<file path="src/rtl/crypt_uart_pkg.sv">
// crypt_uart_pkg
// Constants and types shared by the receive-side word packer and the
// transmit-side word splitter of the crypto UART path.
//   BYTES_PER_WORD          bytes per 32-bit crypto word
//   DEFAULT_TIMEOUT_CYCLES  default inter-byte idle limit, in clk cycles
//   asm_state_e             word assembly state
package crypt_uart_pkg;

    localparam int unsigned BYTES_PER_WORD         = 4;
    localparam int unsigned DEFAULT_TIMEOUT_CYCLES = 20000;

    typedef enum logic [0:0] {
        IDLE     = 1'b0,
        ASSEMBLE = 1'b1
    } asm_state_e;

endpackage

</file>
<file path="src/rtl/uart_word_packer_if.sv">
// uart_word_packer_if
// Byte stream from the UART receiver plus the word handshake toward the
// crypto datapath, bundled so the packer takes a single bus port.
//   master : the surroundings (byte receiver and word consumer)
//   slave  : the word packer
//   Data_Rx / Data_Ready / parity_err      byte stream into the packer
//   Final_Data / Final_Data_Ready          assembled word out of the packer
//   Final_Data_Ack                         consumer acceptance
interface uart_word_packer_if;

    logic [7:0]  Data_Rx;
    logic        Data_Ready;
    logic        parity_err;
    logic [31:0] Final_Data;
    logic        Final_Data_Ready;
    logic        Final_Data_Ack;

    modport master (
        output Data_Rx,
        output Data_Ready,
        output parity_err,
        output Final_Data_Ack,
        input  Final_Data,
        input  Final_Data_Ready
    );

    modport slave (
        input  Data_Rx,
        input  Data_Ready,
        input  parity_err,
        input  Final_Data_Ack,
        output Final_Data,
        output Final_Data_Ready
    );

endinterface

</file>
<file path="src/rtl/uart_word_packer_idle_timer.sv">
// idle_timer
// Counts idle cycles between bytes of a partial word.
//   clk        system clock
//   rst        synchronous active-high reset
//   load_zero  force the count to 0 (byte seen, or no partial word)
//   enable     advance the count this cycle
//   expire     high in the cycle the count sits at TIMEOUT_CYCLES-1 while
//              enabled; the owner drops the partial word on the next edge
module idle_timer #(
    parameter int unsigned TIMEOUT_CYCLES = 20000
) (
    input  logic clk,
    input  logic rst,
    input  logic load_zero,
    input  logic enable,
    output logic expire
);

    localparam int unsigned CNT_W = (TIMEOUT_CYCLES > 2) ? $clog2(TIMEOUT_CYCLES) : 1;
    localparam logic [CNT_W-1:0] TERM = CNT_W'(TIMEOUT_CYCLES - 1);

    logic [CNT_W-1:0] cnt;

    assign expire = enable && (cnt == TERM);

    always_ff @(posedge clk) begin
        if (rst) begin
            cnt <= '0;
        end else if (load_zero || expire) begin
            cnt <= '0;
        end else if (enable) begin
            cnt <= cnt + CNT_W'(1);
        end
    end

endmodule

</file>
<file path="src/rtl/uart_word_packer.sv">
// uart_word_packer
// Packs four consecutive good UART bytes, first byte in [31:24], into a
// 32-bit word and offers it on a valid/ack handshake. Partial words are
// dropped on a parity error or an inter-byte timeout; a completed word that
// finds the output still occupied is dropped and reported as an overrun.
//   CLK           system clock, rising edge
//   CLR           synchronous active-high reset
//   bus           byte stream in, word handshake out (slave side)
//   Byte_Count    bytes held in the partial word (0-3)
//   Err_Parity    1-cycle pulse: partial word dropped on parity error
//   Err_Timeout   1-cycle pulse: partial word dropped on idle timeout
//   Overrun       1-cycle pulse: completed word dropped, output occupied
//
// state     | meaning
// ----------+-----------------------------------------------
// IDLE      | no partial word, Byte_Count = 0, timer held at 0
// ASSEMBLE  | 1-3 bytes held, idle timer running between bytes
module uart_word_packer
    import crypt_uart_pkg::*;
#(
    parameter int unsigned TIMEOUT_CYCLES = DEFAULT_TIMEOUT_CYCLES
) (
    input  logic                  CLK,
    input  logic                  CLR,
    uart_word_packer_if.slave     bus,
    output logic [1:0]            Byte_Count,
    output logic                  Err_Parity,
    output logic                  Err_Timeout,
    output logic                  Overrun
);

    localparam logic [0:0] ST_IDLE     = IDLE;
    localparam logic [0:0] ST_ASSEMBLE = ASSEMBLE;
    localparam logic [1:0] LAST_IDX    = 2'(BYTES_PER_WORD - 1);

    logic [0:0]  state;
    logic [1:0]  count;
    // Only three bytes are ever held; the fourth goes straight to the output.
    logic [23:0] shreg;

    logic        good_byte;
    logic        bad_byte;
    logic        word_done;
    logic        out_free;
    logic        timer_load;
    logic        timer_en;
    logic        timer_expire;

    assign good_byte  = bus.Data_Ready && !bus.parity_err;
    assign bad_byte   = bus.Data_Ready &&  bus.parity_err;
    assign word_done  = good_byte && (count == LAST_IDX);
    // An ack in the same cycle frees the slot for the incoming word.
    assign out_free   = !bus.Final_Data_Ready || bus.Final_Data_Ack;

    assign timer_load = bus.Data_Ready || (state == ST_IDLE);
    // A byte in the expiry cycle suppresses the timeout.
    assign timer_en   = (state == ST_ASSEMBLE) && !bus.Data_Ready;

    assign Byte_Count = count;

    idle_timer #(
        .TIMEOUT_CYCLES (TIMEOUT_CYCLES)
    ) u_idle_timer (
        .clk       (CLK),
        .rst       (CLR),
        .load_zero (timer_load),
        .enable    (timer_en),
        .expire    (timer_expire)
    );

    always_ff @(posedge CLK) begin
        if (CLR) begin
            state       <= ST_IDLE;
            count       <= 2'd0;
            shreg       <= 24'h0;
            Err_Parity  <= 1'b0;
            Err_Timeout <= 1'b0;
        end else begin
            Err_Parity  <= 1'b0;
            Err_Timeout <= 1'b0;
            if (bad_byte) begin
                state      <= ST_IDLE;
                count      <= 2'd0;
                Err_Parity <= 1'b1;
            end else if (good_byte) begin
                shreg <= {shreg[15:0], bus.Data_Rx};
                count <= count + 2'd1;
                state <= (count == LAST_IDX) ? ST_IDLE : ST_ASSEMBLE;
            end else if (timer_expire) begin
                state       <= ST_IDLE;
                count       <= 2'd0;
                Err_Timeout <= 1'b1;
            end
        end
    end

    always_ff @(posedge CLK) begin
        if (CLR) begin
            bus.Final_Data       <= 32'h0;
            bus.Final_Data_Ready <= 1'b0;
            Overrun              <= 1'b0;
        end else begin
            Overrun <= 1'b0;
            if (word_done && out_free) begin
                bus.Final_Data       <= {shreg, bus.Data_Rx};
                bus.Final_Data_Ready <= 1'b1;
            end else begin
                if (word_done) begin
                    Overrun <= 1'b1;
                end
                if (bus.Final_Data_Ready && bus.Final_Data_Ack) begin
                    bus.Final_Data_Ready <= 1'b0;
                end
            end
        end
    end

endmodule

</file>
<file path="src/flat_wrapper.sv">
// flat-port wrapper written by rule: the top's interface ports become plain ports
module uart_word_packer_flat import crypt_uart_pkg::*;
#(
    parameter int unsigned TIMEOUT_CYCLES = DEFAULT_TIMEOUT_CYCLES
)
  (CLK, CLR, Byte_Count, Err_Parity, Err_Timeout, Overrun, bus_Data_Rx, bus_Data_Ready, bus_parity_err, bus_Final_Data_Ack, bus_Final_Data, bus_Final_Data_Ready);
  uart_word_packer_if bus_i ();
  input  logic CLK;
  input  logic CLR;
  output logic [1:0] Byte_Count;
  output logic Err_Parity;
  output logic Err_Timeout;
  output logic Overrun;
  input wire logic [$bits(bus_i.Data_Rx)-1:0] bus_Data_Rx;
  input wire logic [$bits(bus_i.Data_Ready)-1:0] bus_Data_Ready;
  input wire logic [$bits(bus_i.parity_err)-1:0] bus_parity_err;
  input wire logic [$bits(bus_i.Final_Data_Ack)-1:0] bus_Final_Data_Ack;
  output wire logic [$bits(bus_i.Final_Data)-1:0] bus_Final_Data;
  output wire logic [$bits(bus_i.Final_Data_Ready)-1:0] bus_Final_Data_Ready;
  assign bus_i.Data_Rx = bus_Data_Rx;
  assign bus_i.Data_Ready = bus_Data_Ready;
  assign bus_i.parity_err = bus_parity_err;
  assign bus_i.Final_Data_Ack = bus_Final_Data_Ack;
  assign bus_Final_Data = bus_i.Final_Data;
  assign bus_Final_Data_Ready = bus_i.Final_Data_Ready;
  uart_word_packer #(.TIMEOUT_CYCLES(TIMEOUT_CYCLES)) u_core (.CLK(CLK), .CLR(CLR), .bus(bus_i), .Byte_Count(Byte_Count), .Err_Parity(Err_Parity), .Err_Timeout(Err_Timeout), .Overrun(Overrun));
endmodule
</file>
<file path="config.mk">
export PLATFORM = sky130hd
export DESIGN_NAME = uart_word_packer_flat
export DESIGN_NICKNAME = d
export VERILOG_FILES = /design/src/rtl/crypt_uart_pkg.sv /design/src/rtl/uart_word_packer_if.sv /design/src/rtl/uart_word_packer_idle_timer.sv /design/src/rtl/uart_word_packer.sv /design/src/flat_wrapper.sv
export SDC_FILE = /design/constraint.sdc
export NUM_CORES = 1
export LEC_CHECK = 0
export ABC_AREA = 1
export CAP_MARGIN = 20
export CORE_UTILIZATION = 50
export CTS_CLUSTER_SIZE = 20
export DETAILED_ROUTE_END_ITERATION = 8
export GPL_TIMING_DRIVEN = 0
export PLACE_DENSITY = 0.76
export SYNTH_ARGS = -nofsm -noshare
export SYNTH_HDL_FRONTEND = slang
export SYNTH_SLANG_ARGS = --single-unit
</file>
<file path="constraint.sdc">
create_clock -name CLK -period 1.5 [get_ports CLK]
set_clock_uncertainty 0.05 [all_clocks]
set_input_delay 0.225 -clock CLK [delete_from_list [all_inputs] [get_ports CLK]]
set_output_delay 0.225 -clock CLK [all_outputs]
set_load 0.05 [all_outputs]
</file>
Yosys cells after proc, flatten, opt, wreduce, memory -nomap -nowiden
Index checks and enable logic that the tools add are counted.
{"block": "op_classes", "bitwise_logic": 2, "mux": 10, "eq_ne": 2, "add_sub_neg": 2, "reduce_logical": 20}
{"op": "15-bit by 1-bit adder with 15-bit output (second input constant)", "count": 1}
{"op": "15-bit equality test (second input constant)", "count": 1}
{"op": "1-bit 2-to-1 mux", "count": 8}
{"op": "1-bit logical AND", "count": 7}
{"op": "2-bit OR reduction", "count": 3}
{"op": "2-bit 2-to-1 mux", "count": 2}
{"op": "2-bit nonzero test", "count": 2}
{"op": "1-bit zero test", "count": 3}
{"op": "1-bit logical OR", "count": 3}
{"op": "3-bit OR reduction", "count": 1}
{"op": "2-bit by 1-bit adder with 2-bit output (second input constant)", "count": 1}
{"op": "2-bit equality test (second input constant)", "count": 1}
{"op": "1-bit NOT", "count": 2}
{"op": "2-bit AND reduction", "count": 1}
{"block": "word_totals", "in_bits": 13, "elab_cells": 45, "regBits": 78}

Logic depth before layout (Yosys ltp)
{"block": "depth", "ltp_word": 5, "mapped_depth": 9, "depth_no_buf": 9}

Modules after synthesis
A second synthesis with hierarchy kept.
{"block": "hier_totals", "hier_cells": 445, "hier_area_um2": 3288.2}
{"module": "uart_word_packer", "cells_each": 326, "seq_area_each_um2": 1261.2, "instances": 1, "area_each_um2": 2478.6}
{"module": "idle_timer", "cells_each": 119, "seq_area_each_um2": 300.3, "instances": 1, "area_each_um2": 809.5}

Least setup slack after synthesis
No wires, ideal clock.
{"block": "synth_path", "kind": "flip-flop to flip-flop", "from": "register u_core.count[0] (netlist: u_core.Byte_Count[0])", "to": "register u_core.bus.Final_Data[14]", "n_path_buf": 1, "stages_incl_launch_ff": 6, "slack_ps": -63, "t_arrival_ps": 1397, "setup_ps": 116, "synth_period_minus_slack_ps": 1563, "path_cell_list": "dfxtp_1 -> ha_1 -> nand3_4 -> clkbuf_2 -> o21ai_0 -> nor2_1"}
{"block": "synth_between", "elab_chain_len": 3}
{"element": "start, declared", "line_no": "uart_word_packer.sv:37", "text": "logic [1:0] count;"}
{"element": "start signal, assigned", "line_no": "uart_word_packer.sv:87", "text": "count <= count + 2'd1;"}
{"element": "2-bit equality test", "line_no": "uart_word_packer.sv:51", "text": "assign word_done = good_byte && (count == LAST_IDX);"}
{"element": "1-bit logical AND", "line_no": "uart_word_packer.sv:51"}
{"element": "1-bit logical AND", "line_no": "uart_word_packer.sv:104", "text": "if (word_done && out_free) begin"}
{"element": "end signal, assigned", "line_no": "uart_word_packer.sv:105", "text": "bus.Final_Data <= {shreg, bus.Data_Rx};"}
{"element": "end, declared", "line_no": "uart_word_packer_if.sv:32", "text": "output Final_Data,"}
No other way between the ends.
A chain may end at the register's enable or synchronous reset.

Worst setup path after layout
{"block": "layout_path", "from": "register u_core.bus.Final_Data[27]", "to": "output port bus_Final_Data[27]"}
{"element": "end, declared", "line_no": "flat_wrapper.sv:18", "text": "output wire logic [$bits(bus_i.Final_Data)-1:0] bus_Final_Data;"}
No word-level cell between the ends.

==> impl_results.rst <==
.. list-table::
   :header-rows: 1

   * - Metric
     - Value
   * - Result of the run
     - finished, final reports clean
   * - TritonCTS clock tree
     - yes
   * - Number of buffers on the longest clock path
     - 2
   * - Antenna violations before repair
     - 0
   * - Setup repair after global routing missed its margin
     - no
   * - Worst slew pin tran
     - 495 ps
   * - Count of buffers from port buffering
     - 50
   * - Peak per-stage delay on the critical path
     - roughly 500 ps
   * - Slowest library cell on the worst path
     - clkdlybuf4s15_1
   * - Worst Path Required
     - 1220 ps
   * - Async set-reset flop share out of synthesis
     - 0%
   * - Via/cell ratio
     - 4.92
   * - Synth Instances
     - 388
   * - Clock slew at the register clock pins of the worst setup and hold paths
     - roughly 70 ps
   * - # hold bufs at CTS
     - 0
   * - Final worst path period share
     - 97.6%
   * - Top cell types by occurrence after synthesis
     - nor2_1, dfxtp_1, o21ai_0
   * - Total length of routed wires
     - 6390 um
   * - Area delta synth->final
     - 24.1%
   * - Initial standard-cell utilization of the core
     - between 50% and 60%
   * - Worst-path maximum fanout
     - 2
   * - Global route overflow
     - 0
   * - Syn_area_per_cell
     - 7.70 sq um
   * - Die H
     - 79.3 um
   * - Detail-routed net length per standard cell
     - 12.1 um
   * - Insertion delay to the later sink of the worst-skew pair
     - 350 ps
   * - First-iteration detailed-routing DRC count
     - 138
   * - Number of I/O pins
     - slightly above 50
   * - Unique cell type count in the Yosys netlist
     - 28
   * - Max_cap viols
     - 0
   * - Relative slew slack
     - 67.1%
   * - CTS Sinks
     - 78
   * - Worst path bufs/invs
     - 1
   * - Primary FF master, synth
     - dfxtp_1
   * - Area fraction of the dominant cell type after synthesis
     - a little over half
   * - Antenna Cells
     - 0
   * - Critical path's top delay family
     - buffers and inverters
   * - Total via count in the routed design
     - 2593
   * - Number of H-tree branching levels
     - 3
   * - Cts bufs inserted
     - 9
   * - Number of cell rows
     - 27
   * - Post-synth net total
     - 403
   * - Chip Width
     - 79.3 um
   * - Cell type contributing the most total cell area after synthesis
     - dfxtp_1
   * - Drt drc
     - 0
   * - Number of optimization iterations in the first detailed-route pass
     - 4
   * - # fillers
     - 480
   * - First-pass GRT wire length
     - 10800 um
   * - Upper clock frequency limit
     - ~680 MHz
   * - Maximum number of pins on one net before global-route repair
     - 14
   * - Nets@finish
     - 465
   * - Summed instance area of the synthesized netlist
     - 2990 sq um
   * - Die area
     - between 6000 and 7000 sq um
   * - Share of cells above drive strength 1
     - 16.5%
   * - Number of enable-type register cells in the synthesized netlist
     - 0
   * - Slew Limit Fails
     - 0
   * - Crit Path Class
     - reg2out
   * - HPWL after detailed placement
     - 4570 um
   * - Clk root buf
     - clkbuf_8
   * - Cells taking the most area after synthesis
     - dfxtp_1, nor2_1, o21ai_0, nand2_1, inv_1
   * - Crit path arrival time
     - 1190 ps
   * - GRT Resource Usage Total
     - 22.4%
   * - Warnings from Yosys
     - 0
   * - Post-Place Worst Slack
     - -374 ps
   * - Cell chain of the critical path
     - clkdlybuf4s15_1
   * - Floorplan core area
     - 5640 sq um
   * - Power per cell area
     - 1100 nW/um^2
   * - Final number of hold-violating endpoints
     - 0
   * - PnR worst setup slack
     - 36.1 ps
   * - Final core utilization
     - about two thirds
   * - Routability cong.
     - approximately 0.85
   * - Via count of the first global-routing pass
     - between 2000 and 2500
   * - Crit end category
     - output pin
   * - Share of the yosys chip area belonging to registers
     - 52.2%
   * - Setup violators final
     - 0
   * - Type of the worst min-delay path
     - in2reg
   * - Post-layout minimum cycle time
     - 1460 ps
   * - Antenna-violating nets left
     - 0
   * - Most common cell in the synthesized netlist
     - nor2_1
   * - CP Launch Type
     - register
   * - Number of synthesized register bits
     - 78
   * - Max VDD drop
     - 0.976 mV
   * - Static leakage
     - 1.56 nW
[layout make-up]
type	count	area, sq um	area share [%]
Sequential cell	78	1570	42.2
Multi-Input combinational cell	272	1260	33.9
Timing Repair Buffer	51	378	10.2
Clock buffer	11	131	3.54
Buffer	17	120	3.24
Tap cell	72	90.1	2.43
Clock inverter	5	83.8	2.26
Inverter	21	80.1	2.16
[state kept, by name, indices dropped and copies added (netlist names)]
| name | count |
|---|---|
| u_core.Byte_Count | 2 |
| u_core.Err_Parity | 1 |
| u_core.Err_Timeout | 1 |
| u_core.Overrun | 1 |
| u_core.bus.Final_Data | 32 |
| u_core.bus.Final_Data_Ready | 1 |
| u_core.shreg | 24 |
| u_core.state | 1 |
| u_core.u_idle_timer.cnt | 15 |
[layer usage]
metal  share of wire, %  global-route usage, %
met4                1.5                   8.18
met1                 46                   28.0
met2                 47                   36.8
met5                  0                      0
met3                5.2                   6.21
[metrics by stage]
stage	TNS [ps]	cells	instance area (sq um)	hold slack (ps)	total power [W]
3_3_place_gp	-16590	510	3580	383	0.00243
5_1_grt	0	527	3710	141	0.00424
3_5_place_dp	-18050	510	3580	394	0.00244
2_1_floorplan	0	388	2990	244	0.00234
4_1_cts	0	526	3780	405	0.00412
6_report	0	527	3710	147	0.00408
[cell usage in the layout (no fill, tap or decap), drive strengths merged]
master         instances
nor2                 142
dfxtp                 78
o21ai                 61
clkbuf                44
nand2                 33
inv                   20
clkdlybuf4s50         11
buf                   11
a21oi                 10
clkdlybuf4s15         10
nand3                  9
nor3                   5
nand4                  2
xor2                   2
bufinv                 2
clkinvlp               2
dlygate4sd2            2
clkinv                 2
nor3b                  2
ha                     2
nand3b                 1
and2                   1
or2                    1
xnor2                  1
dlymetal6s2s           1
[worst paths after layout]
| check | start | end | slack (ps) | depth (start not counted) |
|---|---|---|---|---|
| setup / recovery | u_core.bus.Final_Data[27] | bus_Final_Data[27] | 40 | 1 |
| hold / removal | bus_Data_Ready | u_core.Err_Parity | 150 | 3 |
| setup reg to reg | u_core.u_idle_timer.cnt[0] | u_core.u_idle_timer.cnt[12] | 120 | 7 |
| hold reg to reg | u_core.Byte_Count[0] | u_core.Byte_Count[0] | 400 | 1 |
[cell families after synthesis]
logic type	share of synthesized area (%)
fa+ha+maj	0.837
buf+inv	6.32
flops	52.2
compound gates	11.9
simple gates	27.8
xor+xnor	0.879
[where the power goes]
group / leakage, nW / total, W / internal [W] / switching [W]
Sequential: 0.635 / 0.00216 / 0.00212 / 0.0000366
Combinational: 0.825 / 0.000234 / 0.0000876 / 0.000147
Clock: 0.0998 / 0.00169 / 0.000941 / 0.000753
[timing repair]
| action | 4_1_cts | 5_1_grt |
|---|---|---|
| gates cloned | 0 | 0 |
| setup buffers | 0 | 1 |
| gates resized for setup | 58 | 63 |
| hold endpoints to repair | 0 | 0 |
| pin swaps | 0 | 1 |
| setup endpoints to repair | 49 | 79 |
No activity file was read; power rests on OpenSTA's default activity.
